==> config.mk <==
export PLATFORM = sky130hd
export DESIGN_NAME = wm_button_conditioner_flat
export DESIGN_NICKNAME = d
export VERILOG_FILES = /design/src/rtl/wm_pkg.sv /design/src/rtl/wm_button_conditioner_if.sv /design/src/rtl/wm_debounce.sv /design/src/rtl/wm_button_conditioner.sv /design/src/flat_wrapper.sv
export SDC_FILE = /design/constraint.sdc
export NUM_CORES = 1
export LEC_CHECK = 0
export ABC_AREA = 1
export BUFFER_PORTS_ARGS = -buffer_cell sky130_fd_sc_hd__buf_2
export CORE_MARGIN = 4
export CORE_UTILIZATION = 54
export DETAILED_ROUTE_END_ITERATION = 8
export PLACE_DENSITY_LB_ADDON = 0.08
export SETUP_SLACK_MARGIN = 0.02
export SYNTH_ARGS = -nofsm -noshare
export SYNTH_HDL_FRONTEND = slang
export SYNTH_SLANG_ARGS = --single-unit
==> constraint.sdc <==
create_clock -name clk -period 1.2 [get_ports clk]
set_input_delay 0.24 -clock clk [delete_from_list [all_inputs] [get_ports clk]]
set_output_delay 0.24 -clock clk [all_outputs]
set_load 0.02 [all_outputs]
==> src/rtl/wm_pkg.sv <==
`default_nettype none
// ============================================================================
//  Module   : wm_pkg
//  Brief    : Shared types and default constants for the washing-machine
//             button conditioner (debounce state encoding, default timing).
//  Revision : 1.0  initial release
// ============================================================================
package wm_pkg;

   // Debounce FSM encoding; values are fixed so state dumps stay readable.
   typedef enum logic [1:0] {
      IDLE    = 2'b00,
      CHK_HI  = 2'b01,
      PRESSED = 2'b10,
      CHK_LO  = 2'b11
   } db_state_t;

   localparam int C_SYNC_STAGES     = 2;
   localparam int C_DEBOUNCE_CYCLES = 8;
   localparam int C_CNT_W           = 4;

endpackage : wm_pkg
`default_nettype wire

==> src/rtl/wm_button_conditioner_if.sv <==
`default_nettype none
// ============================================================================
//  Module   : wm_button_conditioner_if
//  Brief    : Button-side and FSM-side signals of the button conditioner.
//             master = stimulus/FSM side, slave = conditioner.
//  Revision : 1.0  initial release
// ============================================================================
interface wm_button_conditioner_if;

   logic start_raw;
   logic pause_raw;
   logic cycle_done;
   logic start_button;
   logic pause_button;
   logic start_pulse;
   logic pause_pulse;

   modport master (
      output start_raw,
      output pause_raw,
      output cycle_done,
      input  start_button,
      input  pause_button,
      input  start_pulse,
      input  pause_pulse
   );

   modport slave (
      input  start_raw,
      input  pause_raw,
      input  cycle_done,
      output start_button,
      output pause_button,
      output start_pulse,
      output pause_pulse
   );

endinterface : wm_button_conditioner_if
`default_nettype wire

==> src/rtl/wm_debounce.sv <==
`default_nettype none
// ============================================================================
//  Module   : wm_debounce
//  Brief    : Synchroniser plus debounce FSM for one push-button. Emits a
//             single-cycle registered pulse per accepted press; releases
//             are debounced but produce no pulse.
//  Revision : 1.0  initial release
// ============================================================================
module wm_debounce
   import wm_pkg::*;
#(
   parameter int SYNC_STAGES     = C_SYNC_STAGES,
   parameter int DEBOUNCE_CYCLES = C_DEBOUNCE_CYCLES,
   parameter int CNT_W           = C_CNT_W
) (
   input  logic clk,
   input  logic reset,
   input  logic i_raw,
   output logic o_pulse
);

   localparam logic [CNT_W-1:0] C_CNT_LAST = CNT_W'(DEBOUNCE_CYCLES - 1);

   logic [SYNC_STAGES-1:0] r_sync;
   logic                   w_sync;
   db_state_t              r_state;
   db_state_t              w_state_nxt;
   logic [CNT_W-1:0]       r_cnt;
   logic [CNT_W-1:0]       w_cnt_nxt;
   logic                   r_pulse;
   logic                   w_pulse_nxt;

   // Shift the asynchronous button level through the synchroniser chain.
   always_ff @(posedge clk) begin
      if (reset) r_sync <= '0;
      else       r_sync <= {r_sync[SYNC_STAGES-2:0], i_raw};
   end

   assign w_sync = r_sync[SYNC_STAGES-1];

   // State, stability counter and press pulse registers.
   always_ff @(posedge clk) begin
      if (reset) begin
         r_state <= IDLE;
         r_cnt   <= '0;
         r_pulse <= 1'b0;
      end else begin
         r_state <= w_state_nxt;
         r_cnt   <= w_cnt_nxt;
         r_pulse <= w_pulse_nxt;
      end
   end

   // Next-state logic: a level must hold DEBOUNCE_CYCLES samples to be accepted.
   always_comb begin
      w_state_nxt = r_state;
      w_cnt_nxt   = r_cnt;
      w_pulse_nxt = 1'b0;
      case (r_state)
         IDLE: begin
            if (w_sync) begin
               w_state_nxt = CHK_HI;
               w_cnt_nxt   = '0;
            end
         end
         CHK_HI: begin
            if (!w_sync) begin
               w_state_nxt = IDLE;
               w_cnt_nxt   = '0;
            end else if (r_cnt == C_CNT_LAST) begin
               w_state_nxt = PRESSED;
               w_cnt_nxt   = '0;
               w_pulse_nxt = 1'b1;
            end else begin
               w_cnt_nxt   = r_cnt + CNT_W'(1);
            end
         end
         PRESSED: begin
            if (!w_sync) begin
               w_state_nxt = CHK_LO;
               w_cnt_nxt   = '0;
            end
         end
         CHK_LO: begin
            if (w_sync) begin
               w_state_nxt = PRESSED;
               w_cnt_nxt   = '0;
            end else if (r_cnt == C_CNT_LAST) begin
               w_state_nxt = IDLE;
               w_cnt_nxt   = '0;
            end else begin
               w_cnt_nxt   = r_cnt + CNT_W'(1);
            end
         end
         default: begin
            w_state_nxt = IDLE;
            w_cnt_nxt   = '0;
         end
      endcase
   end

   assign o_pulse = r_pulse;

endmodule : wm_debounce
`default_nettype wire

==> src/rtl/wm_button_conditioner.sv <==
`default_nettype none
// ============================================================================
//  Module   : wm_button_conditioner
//  Brief    : Converts raw start/pause push-buttons into clean registered
//             start/pause levels for the wash control FSM; cycle_done from
//             the FSM clears both levels.
//  Revision : 1.0  initial release
// ============================================================================
module wm_button_conditioner
   import wm_pkg::*;
#(
   parameter int SYNC_STAGES     = C_SYNC_STAGES,
   parameter int DEBOUNCE_CYCLES = C_DEBOUNCE_CYCLES,
   parameter int CNT_W           = C_CNT_W
) (
   input  logic                     clk,
   input  logic                     reset,
   wm_button_conditioner_if.slave   bus
);

   logic w_start_pulse;
   logic w_pause_pulse;
   logic r_start_button;
   logic r_pause_button;

   wm_debounce #(
      .SYNC_STAGES     (SYNC_STAGES),
      .DEBOUNCE_CYCLES (DEBOUNCE_CYCLES),
      .CNT_W           (CNT_W)
   ) u_start_db (
      .clk     (clk),
      .reset   (reset),
      .i_raw   (bus.start_raw),
      .o_pulse (w_start_pulse)
   );

   wm_debounce #(
      .SYNC_STAGES     (SYNC_STAGES),
      .DEBOUNCE_CYCLES (DEBOUNCE_CYCLES),
      .CNT_W           (CNT_W)
   ) u_pause_db (
      .clk     (clk),
      .reset   (reset),
      .i_raw   (bus.pause_raw),
      .o_pulse (w_pause_pulse)
   );

   // Run request: set by a start press, cleared by cycle_done (which wins).
   always_ff @(posedge clk) begin
      if (reset)               r_start_button <= 1'b0;
      else if (bus.cycle_done) r_start_button <= 1'b0;
      else if (w_start_pulse)  r_start_button <= 1'b1;
   end

   // Pause toggles only while running; held at 0 when idle or on cycle_done.
   always_ff @(posedge clk) begin
      if (reset)                                  r_pause_button <= 1'b0;
      else if (bus.cycle_done || !r_start_button) r_pause_button <= 1'b0;
      else if (w_pause_pulse)                     r_pause_button <= ~r_pause_button;
   end

   assign bus.start_button = r_start_button;
   assign bus.pause_button = r_pause_button;
   assign bus.start_pulse  = w_start_pulse;
   assign bus.pause_pulse  = w_pause_pulse;

endmodule : wm_button_conditioner
`default_nettype wire

==> src/flat_wrapper.sv <==
// flat-port wrapper written by rule: the top's interface ports become plain ports
module wm_button_conditioner_flat import wm_pkg::*;
#(
   parameter int SYNC_STAGES     = C_SYNC_STAGES,
   parameter int DEBOUNCE_CYCLES = C_DEBOUNCE_CYCLES,
   parameter int CNT_W           = C_CNT_W
)
  (clk, reset, bus_start_raw, bus_pause_raw, bus_cycle_done, bus_start_button, bus_pause_button, bus_start_pulse, bus_pause_pulse);
  wm_button_conditioner_if bus_i ();
  input  logic clk;
  input  logic reset;
  input wire logic [$bits(bus_i.start_raw)-1:0] bus_start_raw;
  input wire logic [$bits(bus_i.pause_raw)-1:0] bus_pause_raw;
  input wire logic [$bits(bus_i.cycle_done)-1:0] bus_cycle_done;
  output wire logic [$bits(bus_i.start_button)-1:0] bus_start_button;
  output wire logic [$bits(bus_i.pause_button)-1:0] bus_pause_button;
  output wire logic [$bits(bus_i.start_pulse)-1:0] bus_start_pulse;
  output wire logic [$bits(bus_i.pause_pulse)-1:0] bus_pause_pulse;
  assign bus_i.start_raw = bus_start_raw;
  assign bus_i.pause_raw = bus_pause_raw;
  assign bus_i.cycle_done = bus_cycle_done;
  assign bus_start_button = bus_i.start_button;
  assign bus_pause_button = bus_i.pause_button;
  assign bus_start_pulse = bus_i.start_pulse;
  assign bus_pause_pulse = bus_i.pause_pulse;
  wm_button_conditioner #(.SYNC_STAGES(SYNC_STAGES), .DEBOUNCE_CYCLES(DEBOUNCE_CYCLES), .CNT_W(CNT_W)) u_core (.clk(clk), .reset(reset), .bus(bus_i));
endmodule
# ---- Yosys cells after proc, flatten, opt, wreduce, memory -nomap -nowiden
# Index checks and enable logic that the tools add are counted.
dict set report word_totals {
  output_inout_bits 4
  reg_bits 20
  elab_cells 73
}
dict set report classes {
  bitwise_logic 5
  n_reduce_logical 12
  eq_ne 16
  muxes 28
  addsub 2
}
# operator n
set ops {}
lappend ops {{two-way mux 4 bit} 10}
lappend ops {{one-hot mux 4 bit (4 select lines)} 2}
lappend ops {{two-way mux 2 bit} 12}
lappend ops {{one-hot mux 2 bit (4 select lines)} 2}
lappend ops {{inequality test 3 bit, second input constant} 4}
lappend ops {{adder 4 x 1 -> 4 bit, second input constant} 2}
lappend ops {{equality test 2 bit, second input constant} 4}
lappend ops {{equality test 4 x 3 -> 1 bit, second input constant} 2}
lappend ops {{inequality test 2 bit, second input constant} 4}
lappend ops {{AND reduction 4 bit} 2}
lappend ops {{OR reduction 3 bit} 2}
lappend ops {{NOT 1 bit} 5}
lappend ops {{equality test 2 x 1 -> 1 bit, second input constant} 2}
lappend ops {{zero test 2 bit} 2}
lappend ops {{AND reduction 2 bit} 2}
lappend ops {{OR reduction 2 bit} 2}
lappend ops {{two-way mux 1 bit} 2}
lappend ops {{zero test 1 bit} 1}
lappend ops {{logical OR 1 bit} 1}

# ---- Logic depth before layout (Yosys ltp)
dict set report depth {
  word_depth 4
  mapped_depth 8
  mapped_depth_nobuf 8
}

# ---- Cells and area by module
# From an unflattened synthesis, not the netlist that was laid out.
dict set report hier_totals {
  cells_unflattened 118
  area_unflattened_um2 855.8
}
# module seq_area_each_um2 cells_each instances area_per_inst_um2
set by_module_without_submodules {}
lappend by_module_without_submodules {wm_debounce 180.2 53 2 387.9}
lappend by_module_without_submodules {wm_button_conditioner 40.0 12 1 80.1}

# ---- Worst setup path after synthesis
# Ideal clock, no wire load.
dict set report synth_timing {
  kind {reg2reg}
  startpoint {register u_core.u_pause_db.r_cnt[0]}
  endpoint {register u_core.u_pause_db.r_state[0]}
  period_less_slack_ns 1.059
  setup_slack_ns 0.141
  stages_incl_launch_ff 6
  setup_ns 0.120
  t_arrival_ns 0.939
  path_buffers 0
  required_ns 1.080
  path_cell_list {dfxtp_1 -> ha_1 -> nand3_1 -> nand3_2 -> nand2_1 -> nor3b_2}
}
dict set report synth_between {
  elab_chain_cells 3
  elab_cells_between_ends 4
  classes_between {3 x eq/ne; 1 x reduce/logical}
}
# element line_no
set synth_rtl {}
lappend synth_rtl {{start: declaration} wm_debounce.sv:28} ;# logic [CNT_W-1:0] r_cnt;
lappend synth_rtl {{start signal: assignment} wm_debounce.sv:49} ;# r_cnt <= w_cnt_nxt;
lappend synth_rtl {{equality test 4 x 3 -> 1 bit *} {wm_debounce.sv:70, wm_debounce.sv:88}}
lappend synth_rtl {{inequality test 3 bit (no source line)} --}
lappend synth_rtl {{AND reduction 4 bit (no source line) *} --}
lappend synth_rtl {{end signal: assignment} wm_debounce.sv:48} ;# r_state <= w_state_nxt;
lappend synth_rtl {{end: declaration} wm_debounce.sv:26} ;# db_state_t r_state;
# Every way passes the cells marked *; elsewhere a longest branch is shown, timed or not.
# A chain may end at the register's enable or synchronous reset.

# ---- Worst setup path in the final report
# Same ends and word-level chain as after synthesis.

==> summary.txt <==
Power
  • Max VDD drop: 0.783 mV
  • Leakage power: about 0.41 nW
  • Pwr Total: ~1.3 mW
  • PwrDens: about 1300 nW/um^2

Clock tree
  • H-tree levels: 1
  • Clk slew on worst S/H paths: around 0.11 ns
  • Maximum clock path buffer count: 2
  • Worst skew pair latency: about 0.3 ns
  • Post-CTS setup buffer count: 0
  • Number of hold buffers added after CTS: 0
  • Clock Sinks: 20
  • Num CTS Buffers: 3
  • Root buf cell: clkbuf_4
  • CTS tree: done

Timing
  • Fin. Hold Viols: 0
  • Final period utilization: between 90 and 100%
  • Relative slew slack: between 80% and 90%
  • Max Slew Vio Count: 0
  • FMAX: between 900 and 1000 MHz
  • Clock period minus worst slack: 1.09 ns
  • RSZ-0062 raised after global routing: no
  • Final setup violation count: 0
  • Setup TNS: 0 ns
  • Slew @ Worst Pin: 0.283 ns
  • Worst setup margin: 0.106 ns
  • Clock Skew: approximately 0.0022 ns

Global routing
  • Gr ovfl total: 0
  • Met3 usage: around 3.4%
  • Total track usage: between 10% and 20%
  • Initial antenna violation count: 0
  • Met2 global-route usage: roughly 25%
  • Vias in the first global route: 619
  • Largest net degree at the start of global routing: 12
  • GR Util met1: 20.6%
  • First-pass GRT wire length: between 2000 and 3000 um
  • Top Usage Layer GRT: met2

Detailed routing
  • ANT nets after route: 0
  • Mean number of vias per cell: roughly 5.0
  • WL final: between 1000 and 1500 um
  • Total vias in the final route: between 600 and 700
  • Avg WL per Cell: 10.6 um
  • Drt drc: 0
  • 1st-iter DRT viols: 20
  • 1st-pass router iterations: 4

Finish
  • Util after Layout: 70.6%
  • Syn-to-layout area delta: 16.2%
  • Antenna diodes: 0
  • Layout Nets: approximately 130
  • Layout cell share with drive strength beyond 1: about a quarter
  • Fillers: between 100 and 150

Critical path
  • Startpoint Class: register
  • Crit path kind: reg2reg
  • Critical path capture point type: register
  • Critical-path maximum fanout: 4
  • Arr. time, crit path: 1.30 ns
  • Worst path required time: around 1.4 ns

Yosys
  • Post-Syn Area per Cell: about 7.6 um^2
  • Sequential fraction of the synthesis area: between 40% and 50%
  • Post-Syn Area: 840 um^2
  • Cell count after synthesis: 110
  • Cell taking the most area after synthesis: dfxtp_1
  • Synth cell types: 21
  • Largest cells by area after synthesis: dfxtp_1 48%, nand2_1 11%, inv_1 6.7%, nor2_1 6.3%, a21oi_1 4.8%
  • Top cell type's share of synthesized area: between 40% and 50%
  • Ys Warns: 0
  • Syn Nets: 117
  • #FFs+latches synth: 20

Outcome
  • Status: finished clean

Die
  • Row cnt: 13
  • Total core area: approximately 1400 um^2
  • IO Count: 9
  • Die ar.: ~2200 um^2
  • Vert. Die Dim: 47.4 um
  • Initial Util: between 60% and 70%
  • Die X-Extent: roughly 47 um

Min path
  • Hold crit path type: in2reg

Place
  • PortBufs: 8
  • GPL Wtd Cong: about 0.79
  • Setup WS pre-CTS: roughly 0.066 ns
  • Post-DP HPWL: between 1000 and 1500 um

Flow run
  • Max cap viols: 0
==> cells in the final DEF, fill, tap and decap left out, types with 2 or more instances in the layout <==
cell and instances:
nand4_1 2, clkbuf_4 3, nor2_1 14, dfxtp_2 3, nor4_1 2, nand3_1 3
buf_4 3, o21ai_0 3, nand2_2 3, nand3_2 4, inv_1 15, o21a_1 2
buf_2 8, a21oi_1 8, nand2_1 24, dfxtp_1 17
==> cell usage after synthesis <==
cell	number
a21oi_1	8
and3_1	1
buf_2	1
dfxtp_1	20
ha_1	2
inv_1	15
nand2_1	25
nand2_2	2
nand3_1	6
nand3_2	1
nand4_1	2
nor2_1	14
nor2_2	1
nor2_4	1
nor3b_1	1
nor3b_2	1
nor4_1	2
o21a_1	2
o21ai_0	3
or2_2	1
xnor2_1	1
==> area by class of cell <==
cell class / instances / area (um^2) / area share, %
multi-input combinational: 74 / 398 / 40.8
timing repair buffer: 11 / 62.6 / 6.41
tap: 15 / 18.8 / 1.92
clock buffer: 4 / 36.3 / 3.72
inverter: 15 / 56.3 / 5.77
sequential: 20 / 404 / 41.4
==> stage by stage <==
stage,hold slack [ns],cell area (um^2),cells
after floorplan,0.319,840,110
after global placement,0.394,916,135
after detailed placement,0.398,916,135
after CTS,0.124,952,139
after global routing,0.135,976,139
final,0.131,976,139
==> flip-flops by register name, indices dropped and copies added, names as in the netlist, named ones only <==
signal,count
u_core.u_pause_db.r_sync,2
u_core.u_pause_db.o_pulse,1
u_core.u_start_db.r_cnt,4
u_core.u_start_db.r_sync,2
u_core.u_start_db.o_pulse,1
u_core.u_pause_db.r_state,1
u_core.bus.pause_button,1
u_core.bus.start_button,1
u_core.u_start_db.r_state,1
u_core.u_pause_db.r_cnt,4
==> repair_timing <==
item / CTS / global route
resized for setup: 0 / 8
hold endpoints to repair: 0 / 0
setup endpoints to repair: 0 / 6
==> layer usage <==
metal,routed length (um),up-vias,share of wire [%]
li1,-,380,-
met2,655,18,44
met5,0,-,0
met1,716,296,48
met4,31,0,2.1
met3,73,4,4.9
==> path summary, 6_finish.rpt <==
path / start / end / slack (ns) / depth (start not counted)
max: u_core.u_pause_db.r_cnt[0]$_SDFFE_PP0P_ / u_core.u_pause_db.r_state[0]$_SDFFE_PP0P_ / 0.11 / 5
min: bus_pause_raw / u_core.u_pause_db.r_sync[0]$_SDFF_PP0_ / 0.13 / 3
max reg2reg: u_core.u_pause_db.r_cnt[0]$_SDFFE_PP0P_ / u_core.u_pause_db.r_state[0]$_SDFFE_PP0P_ / 0.11 / 5
min reg2reg: u_core.u_pause_db.r_sync[0]$_SDFF_PP0_ / u_core.u_pause_db.r_sync[1]$_SDFF_PP0_ / 0.41 / 2
==> kinds of logic (layout without fill, tap and decap cells) <==
logic type	count (synthesis)	count (layout)	synth area share, %
and+or+nand+nor	58	58	32.6
DFF	20	20	47.7
buffers and inverters	16	30	7.30
AOI/OAI and AO/OA	13	13	8.34
adders and majority gates	2	2	2.98
xor gates and xnor gates	1	1	1.04
==> power by group <==
| group | internal, mW | switching, mW | leakage [nW] |
|---|---|---|---|
| clock | 0.185 | 0.201 | 0.0210 |
| sequential | 0.692 | 0.0227 | 0.164 |
| combinational | 0.0564 | 0.0938 | 0.228 |
==> worst max-delay path, cell delays in order, from the launching register on <==
cell     delay [ns]
dfxtp_2        0.37
ha_1           0.20
nand3_2        0.10
nand3_2        0.11
nand2_2        0.06
nor3b_2        0.16
Power figures use the tool's default switching activity.
